--- config.mk ---
export PLATFORM = sky130hd
export DESIGN_NAME = change_dispenser
export DESIGN_NICKNAME = d
export VERILOG_FILES = /design/src/rtl/change_dispenser.sv
export SDC_FILE = /design/constraint.sdc
export NUM_CORES = 1
export LEC_CHECK = 0
export ABC_AREA = 1
export BUFFER_PORTS_ARGS = -buffer_cell sky130_fd_sc_hd__buf_2
export CAP_MARGIN = 20
export CORE_MARGIN = 10
export CORE_UTILIZATION = 56
export DETAILED_ROUTE_END_ITERATION = 6
export MAX_ROUTING_LAYER = met4
export PLACE_DENSITY = 0.91
export SLEW_MARGIN = 25
export SYNTH_ARGS = -nofsm -noshare
export SYNTH_HDL_FRONTEND = slang
export SYNTH_SLANG_ARGS = --single-unit
--- constraint.sdc ---
create_clock -name clk -period 4.48 [get_ports clk]
set_input_delay 0.448 -clock clk [delete_from_list [all_inputs] [get_ports clk]]
set_output_delay 0.448 -clock clk [all_outputs]
set_load 0.01 [all_outputs]
--- src/rtl/change_dispenser.sv ---
// change_dispenser: returns a money total as a sequence of coins, always
// emitting the largest denomination that still fits, one coin per cycle.
// Any residual below the smallest coin is left on o_remaining.
// Optional feature: define COIN_COUNT_EN to add o_coin_count, a saturating
// count of coins emitted by the current transaction.
module change_dispenser #(
    parameter int K_NUM_COINS  = 3,
    parameter int K_TOTAL_BITS = 31,
    parameter int COIN_VAL0    = 100,
    parameter int COIN_VAL1    = 500,
    parameter int COIN_VAL2    = 1000
) (
    input  logic                    clk,
    input  logic                    reset_n,
    input  logic                    i_start,
    input  logic [K_TOTAL_BITS-1:0] i_return_total,
    output logic [K_NUM_COINS-1:0]  o_return_coin,
    output logic                    o_busy,
    output logic                    o_done,
    output logic [K_TOTAL_BITS-1:0] o_remaining
`ifdef COIN_COUNT_EN
    ,
    output logic [15:0]             o_coin_count
`endif
);

    typedef enum logic [1:0] {
        IDLE,
        DISPENSE,
        DONE
    } state_t;

    localparam logic [K_TOTAL_BITS-1:0] MIN_COIN = K_TOTAL_BITS'(COIN_VAL0);

    state_t                  state;
    state_t                  state_next;
    logic [K_TOTAL_BITS-1:0] remaining_next;
    logic [K_NUM_COINS-1:0]  coin_next;
    logic                    done_next;
    logic [K_TOTAL_BITS-1:0] cand_val;
    logic [K_TOTAL_BITS-1:0] sel_val;

    // Denomination value by index; indices beyond the defined coins are unused.
    function automatic logic [K_TOTAL_BITS-1:0] coin_value(input int unsigned idx);
        case (idx)
            0:       return K_TOTAL_BITS'(COIN_VAL0);
            1:       return K_TOTAL_BITS'(COIN_VAL1);
            2:       return K_TOTAL_BITS'(COIN_VAL2);
            default: return '0;
        endcase
    endfunction

    // State register.
    always_ff @(posedge clk or negedge reset_n) begin
        if (!reset_n) begin
            state <= IDLE;
        end else begin
            state <= state_next;
        end
    end

    // Next state, next coin, next residual and done pulse.
    always_comb begin
        state_next     = state;
        remaining_next = o_remaining;
        coin_next      = '0;
        done_next      = 1'b0;
        cand_val       = '0;
        sel_val        = '0;
        case (state)
            IDLE: begin
                if (i_start) begin
                    remaining_next = i_return_total;
                    state_next     = (i_return_total >= MIN_COIN) ? DISPENSE : DONE;
                end
            end
            DISPENSE: begin
                // Denominations ascend, so the last fitting candidate is the largest.
                for (int unsigned i = 0; i < K_NUM_COINS; i++) begin
                    cand_val = coin_value(i);
                    if ((cand_val != '0) && (cand_val <= o_remaining)) begin
                        sel_val      = cand_val;
                        coin_next    = '0;
                        coin_next[i] = 1'b1;
                    end
                end
                remaining_next = o_remaining - sel_val;
                if (remaining_next < MIN_COIN) begin
                    state_next = DONE;
                end
            end
            DONE: begin
                done_next  = 1'b1;
                state_next = IDLE;
            end
            default: begin
                state_next = IDLE;
            end
        endcase
    end

    // Registered outputs: coin, residual and done pulse.
    always_ff @(posedge clk or negedge reset_n) begin
        if (!reset_n) begin
            o_return_coin <= '0;
            o_remaining   <= '0;
            o_done        <= 1'b0;
        end else begin
            o_return_coin <= coin_next;
            o_remaining   <= remaining_next;
            o_done        <= done_next;
        end
    end

    // Busy whenever a transaction is in flight.
    always_comb begin
        o_busy = (state != IDLE);
    end

`ifdef COIN_COUNT_EN
    // Per-transaction coin counter, cleared on each accepted request.
    always_ff @(posedge clk or negedge reset_n) begin
        if (!reset_n) begin
            o_coin_count <= '0;
        end else if ((state == IDLE) && i_start) begin
            o_coin_count <= '0;
        end else if ((|coin_next) && (o_coin_count != 16'hFFFF)) begin
            o_coin_count <= o_coin_count + 16'd1;
        end
    end
`endif

endmodule

==> results of run 1 <==
==> how the worst min path moves through the flow <==
| stage | start | to | slack, ns | cells past startpoint |
|---|---|---|---|---|
| final | reset_n | o_remaining[3] | 0.28 | 1 |
| after global routing | reset_n | o_remaining[19] | 0.32 | 1 |
| after CTS | reset_n | o_remaining[19] | 0.30 | 1 |
| after detailed placement | o_remaining[0] | o_remaining[0] | 0.48 | 2 |
| after global placement | o_remaining[0] | o_remaining[0] | 0.47 | 2 |
| after floorplan | reset_n | o_done | 0.15 | 0 |
==> area by class of cell <==
cell class                 count  area (um2)  area share
multi-input combinational    405        1960       0.521
sequential                    37         926       0.246
timing repair buffer          70         353      0.0936
inverter                      84         315      0.0837
tap                           72        90.1      0.0239
clock buffer                   6        82.6      0.0219
clock inverter                 2        37.5     0.00996
==> synthesized netlist by cell type (all sizes together) (2+ instances only) <==
master,number
o22ai,15
o311ai,2
nand3,35
dfrtp,37
nor4,7
a21oi,21
clkbuf,8
inv,84
nor3,10
o211ai,2
nand4,17
o21ai,16
ha,8
buf,2
nor2,91
xor2,3
o221ai,4
or2,4
nand2,161
==> metrics by stage <==
| step | total power (uW) | area, um2 |
|---|---|---|
| after global placement | 368 | 3650 |
| after floorplan | 343 | 3250 |
| after detailed placement | 368 | 3650 |
| after global routing | 702 | 3770 |
| after CTS | 685 | 3770 |
| final | 687 | 3770 |
==> cells by family after synthesis <==
kind of cell,Yosys count,synth area share
xor gates and xnor gates,4,0.0108
buffers and inverters,94,0.109
DFF,37,0.285
and+or+nand+nor,328,0.436
AOI/OAI and AO/OA,64,0.122
adders and majority gates,9,0.0370
==> sequential cells by signal, summed over array words and instances, names as in the netlist <==
name,flops
o_done,1
o_remaining,31
o_return_coin,3
state,2
==> per-layer routing <==
layer  track usage  share of wire
met3        0.0669           0.10
met2         0.394           0.44
met1         0.352           0.44
met5             -              0
met4        0.0872          0.017
==> worst register-to-register path, cell delays in order, from the launching register on <==
cell and delay [ns]:
dfrtp_1 0.43, nor2_1 0.22, nand2_1 0.13, inv_1 0.08
nand2_1 0.11, nor3_2 0.29, nand2_1 0.12, nor3_1 0.51
nor2_1 0.09, ha_1 0.24, fa_1 0.41, inv_1 0.11
nand3_1 0.07, nand2_1 0.15, nand2_1 0.13, nand2_2 0.13
nor2_2 0.07, nand2_1 0.06, nand2_1 0.08, nor2_1 0.11
nand3_1 0.07, nor2_1 0.10, nand3_1 0.12, nand2_1 0.09
nand2_1 0.05
==> power groups by stage <==
stage / combinational [uW] / sequential (uW) / clock (uW)
6_report: 28.2 / 334 / 325
5_1_grt: 31.1 / 334 / 337
2_1_floorplan: 2.22 / 340 / 0
3_5_place_dp: 27.9 / 340 / 0
3_3_place_gp: 27.5 / 340 / 0
4_1_cts: 28.1 / 334 / 323
==> results.md, run 1 <==
- Int Power: 526 uW
- Max cap viols: 0
- Fin Clk Skew: 0.00938 ns
- TritonCTS clock tree: yes
- Clock transition at the registers of the reported paths: 0.09 ns
- DR vias/cell: 5.80
- Clock share of power: 0.473
- Synth cell types: 36
- Hold_ws: 0.281 ns
- Layout net count: 646
- Crit path kind: flop to flop
- Post-CTS Hold Fix Bufs: 0
- Final Critical Period: 4.05 ns
- Crit. End Element: flop
- Fraction of final layout cells sized beyond drive strength 1: 0.166
- DRC viols: 0
- CP delay by family, top: simple AND/OR/NAND/NOR gates
- Worst R2R End: state[0]
- Hold Fails Final Rpt: 0
- Yosys top cell area share: 0.285
- Clk buf depth: 2
- Largest net degree at the start of global routing: 38
- Placer Congestion: 1.01
- Min-Delay Path Class: input port to async pin
- Core Box Area: 5570 um2
- RR Startpoint: o_remaining[11]
- Peak supply drop: 0.155 mV
- Synth area leaders: dfrtp_1 (29%), nand2_1 (18%), nor2_1 (9.8%)
- Initial DRT Pass Iterations: 6
- Fmax: 247 MHz
- Yosys top cell by area: dfrtp_1
- Total negative slack: 0 ns
- Initial antenna violation count: 0
- Final Util: 0.676
- H-tree depth: 2
- Leakage: 0.00194 uW
- Slowest cell on the critical path: nor3_1
- RSZ-0062 raised after global routing: false
- Syn nets: 579
- # port buffers: 69
- Synthesized area: 3250 um2
- Antenna fix cells: 0
- Fill cells: 538
- Die width: 96.1 um
- Detail Route Antenna Nets: 0
- Cts repair resizes: 0
- FFs w/ async S/R, synth: 1.00
- Global-route wire length before repair: 18600 um
- Sequential fraction of design power: 0.486
- Synthesis-stage register bit count: 37
- Total GRT Usage: 0.268
- Drt initial violations: 442
- Worst Slack Setup Final: 0.427 ns
- Worst Tran Pin Value: 1.04 ns
- Final Cycle Share: 0.905
- Rel. slew slack: 0.306
- Final Setup Violations: 0
- CTS Buf Count: 5
- Rows: 27
- Crit path depth: 24
- Critical path fanouts, max: 5
- Post-synth EDFFs: 0
- Post-placement worst setup slack: 0.494 ns
- Root buf cell: clkbuf_8
- Die height: 96.1 um
- Post-CTS setup buffers: 0
- Max-slew violations: 0
- Crit path launch: o_remaining[11]
- Routed wire length: 11900 um
- Sink Count: 37
- Seq/Total Area, Yosys: 0.285
- Pwr per Cell Area: 182 nW/um2
- Startpoint types: flop
- Ys Warns: 0
- CP most frequent cell: nand2_1
- Post-Layout Cell Count: 676
- Via count: 3924
- Worst reg-to-reg path cell count: 24
- Crit-path max cell delay: 0.51 ns
- Wire length per cell: 17.6 um
- Comb pwr share: 0.041
- CP cell instances: nor2_1 > nand2_1 > inv_1 > nand2_1 > nor3_2 > nand2_1 > nor3_1 > nor2_1 > ha_1 > fa_1 > inv_1 > nand3_1 > nand2_1 > nand2_1 > nand2_2 > nor2_2 > nand2_1 > nand2_1 > nor2_1 > nand3_1 > nor2_1 > nand3_1 > nand2_1 > nand2_1
- Worst path bufs/invs: 2
- Post-Synthesis Cells: 536
- I/O Pins: 70
- Arrival time at the worst endpoint: 4.26 ns
- CP endpoint: state[0]
- Mean Syn Cell Area: 6.06 um2
- P_sw: 160 uW
- Commonest non-fill, non-tap cell in the layout: nand2_1
- Sw Share: 0.233
- Placed insts: 668
- Status: completed
- Die ar.: 9240 um2
- FF-to-FF setup slack: 0.43 ns
- GRT overflow: 0
- Vias in the first global route: 3791
- Layout area overhead: 16.1%
- Clock latency on the worst-skew pair: 0.30 ns
- HPWL Detailed: 9450 um
- Critical Path RT: 4.68 ns
- Initial cell density of the core: 0.582
- Most frequent cells in the layout: nand2_1 (158), nor2_1 (85), inv_1 (82)
- Main flop type after synthesis: dfrtp_1
No activity file was read; power rests on OpenSTA's default activity.
==> run 2, diff against run 1 <==
--- a/config.mk
+++ b/config.mk
@@ -12,7 +12,7 @@
 export CORE_UTILIZATION = 56
 export DETAILED_ROUTE_END_ITERATION = 6
 export MAX_ROUTING_LAYER = met4
-export PLACE_DENSITY = 0.91
+export PLACE_DENSITY = 0.82
 export SLEW_MARGIN = 25
 export SYNTH_ARGS = -nofsm -noshare
 export SYNTH_HDL_FRONTEND = slang
==> results.md, run 2 (same netlist as run 1, synthesis figures left out) <==
- Status: completed
- Critical Path RT: 4.69 ns
- Sequential fraction of design power: 0.494
- Commonest non-fill, non-tap cell in the layout: nand2_1
- Arrival time at the worst endpoint: 4.26 ns
- DRC viols: 0
- Total GRT Usage: 0.264
- Core Box Area: 5570 um2
- Initial DRT Pass Iterations: 6
- Crit path launch: o_remaining[14]
- HPWL Detailed: 9300 um
- CTS Buf Count: 5
- Rows: 27
- Regs by FF count: o_remaining (31), o_return_coin (3), state (2)
- Worst Tran Pin Value: 1.00 ns
- Clk buf depth: 2
- Worst R2R End: state[1]
- Sw Share: 0.221
- Die height: 96.1 um
- Sink Count: 37
- Crit. End Element: flop
- # port buffers: 69
- Fmax: 247 MHz
- Pwr per Cell Area: 179 nW/um2
- Hold_ws: 0.266 ns
- Wire length per cell: 17.2 um
- Post-CTS setup buffers: 0
- Root buf cell: clkbuf_8
- Final Critical Period: 4.05 ns
- Hold Fails Final Rpt: 0
- Clock share of power: 0.464
- Fraction of final layout cells sized beyond drive strength 1: 0.166
- Post-CTS Hold Fix Bufs: 0
- Slowest cell on the critical path: dfrtp_1
- RSZ-0062 raised after global routing: false
- Fill cells: 553
- I/O Pins: 70
- Crit-path max cell delay: 0.47 ns
- Layout area overhead: 16.1%
- Leakage: 0.00194 uW
- Via count: 3960
- Clock latency on the worst-skew pair: 0.30 ns
- Clock transition at the registers of the reported paths: 0.08 ns
- Initial antenna violation count: 0
- Detail Route Antenna Nets: 0
- Critical path fanouts, max: 6
- Max cap viols: 0
- TritonCTS clock tree: yes
- Most flops, register: o_remaining
- Die ar.: 9240 um2
- Vias in the first global route: 3762
- Peak supply drop: 0.165 mV
- Most frequent cells in the layout: nand2_1 (158), nor2_1 (85), inv_1 (82)
- FF-to-FF setup slack: 0.43 ns
- Largest net degree at the start of global routing: 38
- RR Startpoint: o_remaining[14]
- Die width: 96.1 um
- Crit path kind: flop to flop
- Total negative slack: 0 ns
- Antenna fix cells: 0
- P_sw: 150 uW
- Cts repair resizes: 0
- Startpoint types: flop
- Fin Clk Skew: 0.00785 ns
- Initial cell density of the core: 0.582
- GRT overflow: 0
- Comb pwr share: 0.042
- Placer Congestion: 1.04
- Worst reg-to-reg path cell count: 23
- Final Cycle Share: 0.904
- Crit path depth: 23
- Routed wire length: 11700 um
- Rel. slew slack: 0.330
- Global-route wire length before repair: 18600 um
- CP cell instances: nor2_1 > nand2_1 > inv_1 > nand2_1 > nor3_2 > nand2_1 > nor3_1 > nor2_1 > ha_1 > fa_1 > inv_1 > nand3_1 > nand2_1 > nand2_1 > nand2_2 > nor2_2 > nand2_1 > nand2_1 > nor2_1 > nand3_1 > nor2_1 > nand3_1 > a21oi_2
- Worst path bufs/invs: 2
- Layout net count: 646
- Max-slew violations: 0
- Power Total: 676 uW
- Final Setup Violations: 0
- CP delay by family, top: simple AND/OR/NAND/NOR gates
- DR vias/cell: 5.86
- Int Power: 526 uW
- H-tree depth: 2
- Final Util: 0.676
- Max reg flops: 31
- Min-Delay Path Class: input port to async pin
- CP endpoint: state[1]
- CP most frequent cell: nand2_1
- Drt initial violations: 390
run 2: cell counts in the layout (fill, tap and decap cells not counted):
No cell type changed its count.
run 2: worst min-delay path by stage:
| stage | start | end | cells after the start |
|---|---|---|---|
| floorplan | reset_n | o_done | 0 |
| global placement | o_remaining[1] | o_remaining[1] | 2 |
| detailed placement | o_remaining[1] | o_remaining[1] | 2 |
| CTS | reset_n | o_return_coin[2] | 1 |
| global route | reset_n | o_return_coin[2] | 1 |
| finish | reset_n | o_return_coin[2] | 1 |
run 2: final cells by class:
| class | instances | area, um2 | share of cell area |
|---|---|---|---|
| Multi-Input combinational cell | 405 | 1960 | 0.521 |
| Sequential cell | 37 | 926 | 0.246 |
| Tap cell | 72 | 90.1 | 0.0239 |
| Clock inverter | 2 | 37.5 | 0.00996 |
| Inverter | 84 | 315 | 0.0837 |
| Timing Repair Buffer | 70 | 353 | 0.0936 |
| Clock buffer | 6 | 82.6 | 0.0219 |
run 2: power groups by stage:
stage                     Combinational [uW]  Clock [uW]  Sequential [uW]
after CTS                               28.6         316              334
after global placement                  27.1           0              340
final                                   28.4         314              334
after global routing                    31.0         331              334
after floorplan                         2.22           0              340
after detailed placement                28.4           0              340
run 2: routing by layer:
layer | up-vias | part of all wire | track usage
li1 | 1870 | - | -
met1 | 1813 | 0.44 | 0.355
met2 | 250 | 0.43 | 0.388
met3 | 27 | 0.11 | 0.0553
met4 | 0 | 0.021 | 0.0786
met5 | - | 0 | -
run 2: metrics by stage:
step                      instance area [um2]  instances  setup WS [ns]
final                                    3770        676          0.431
after global routing                     3770        676         0.0205
after CTS                                3770        676          0.518
after detailed placement                 3650        668          0.565
after global placement                   3650        668          0.592
after floorplan                          3250        536           1.27
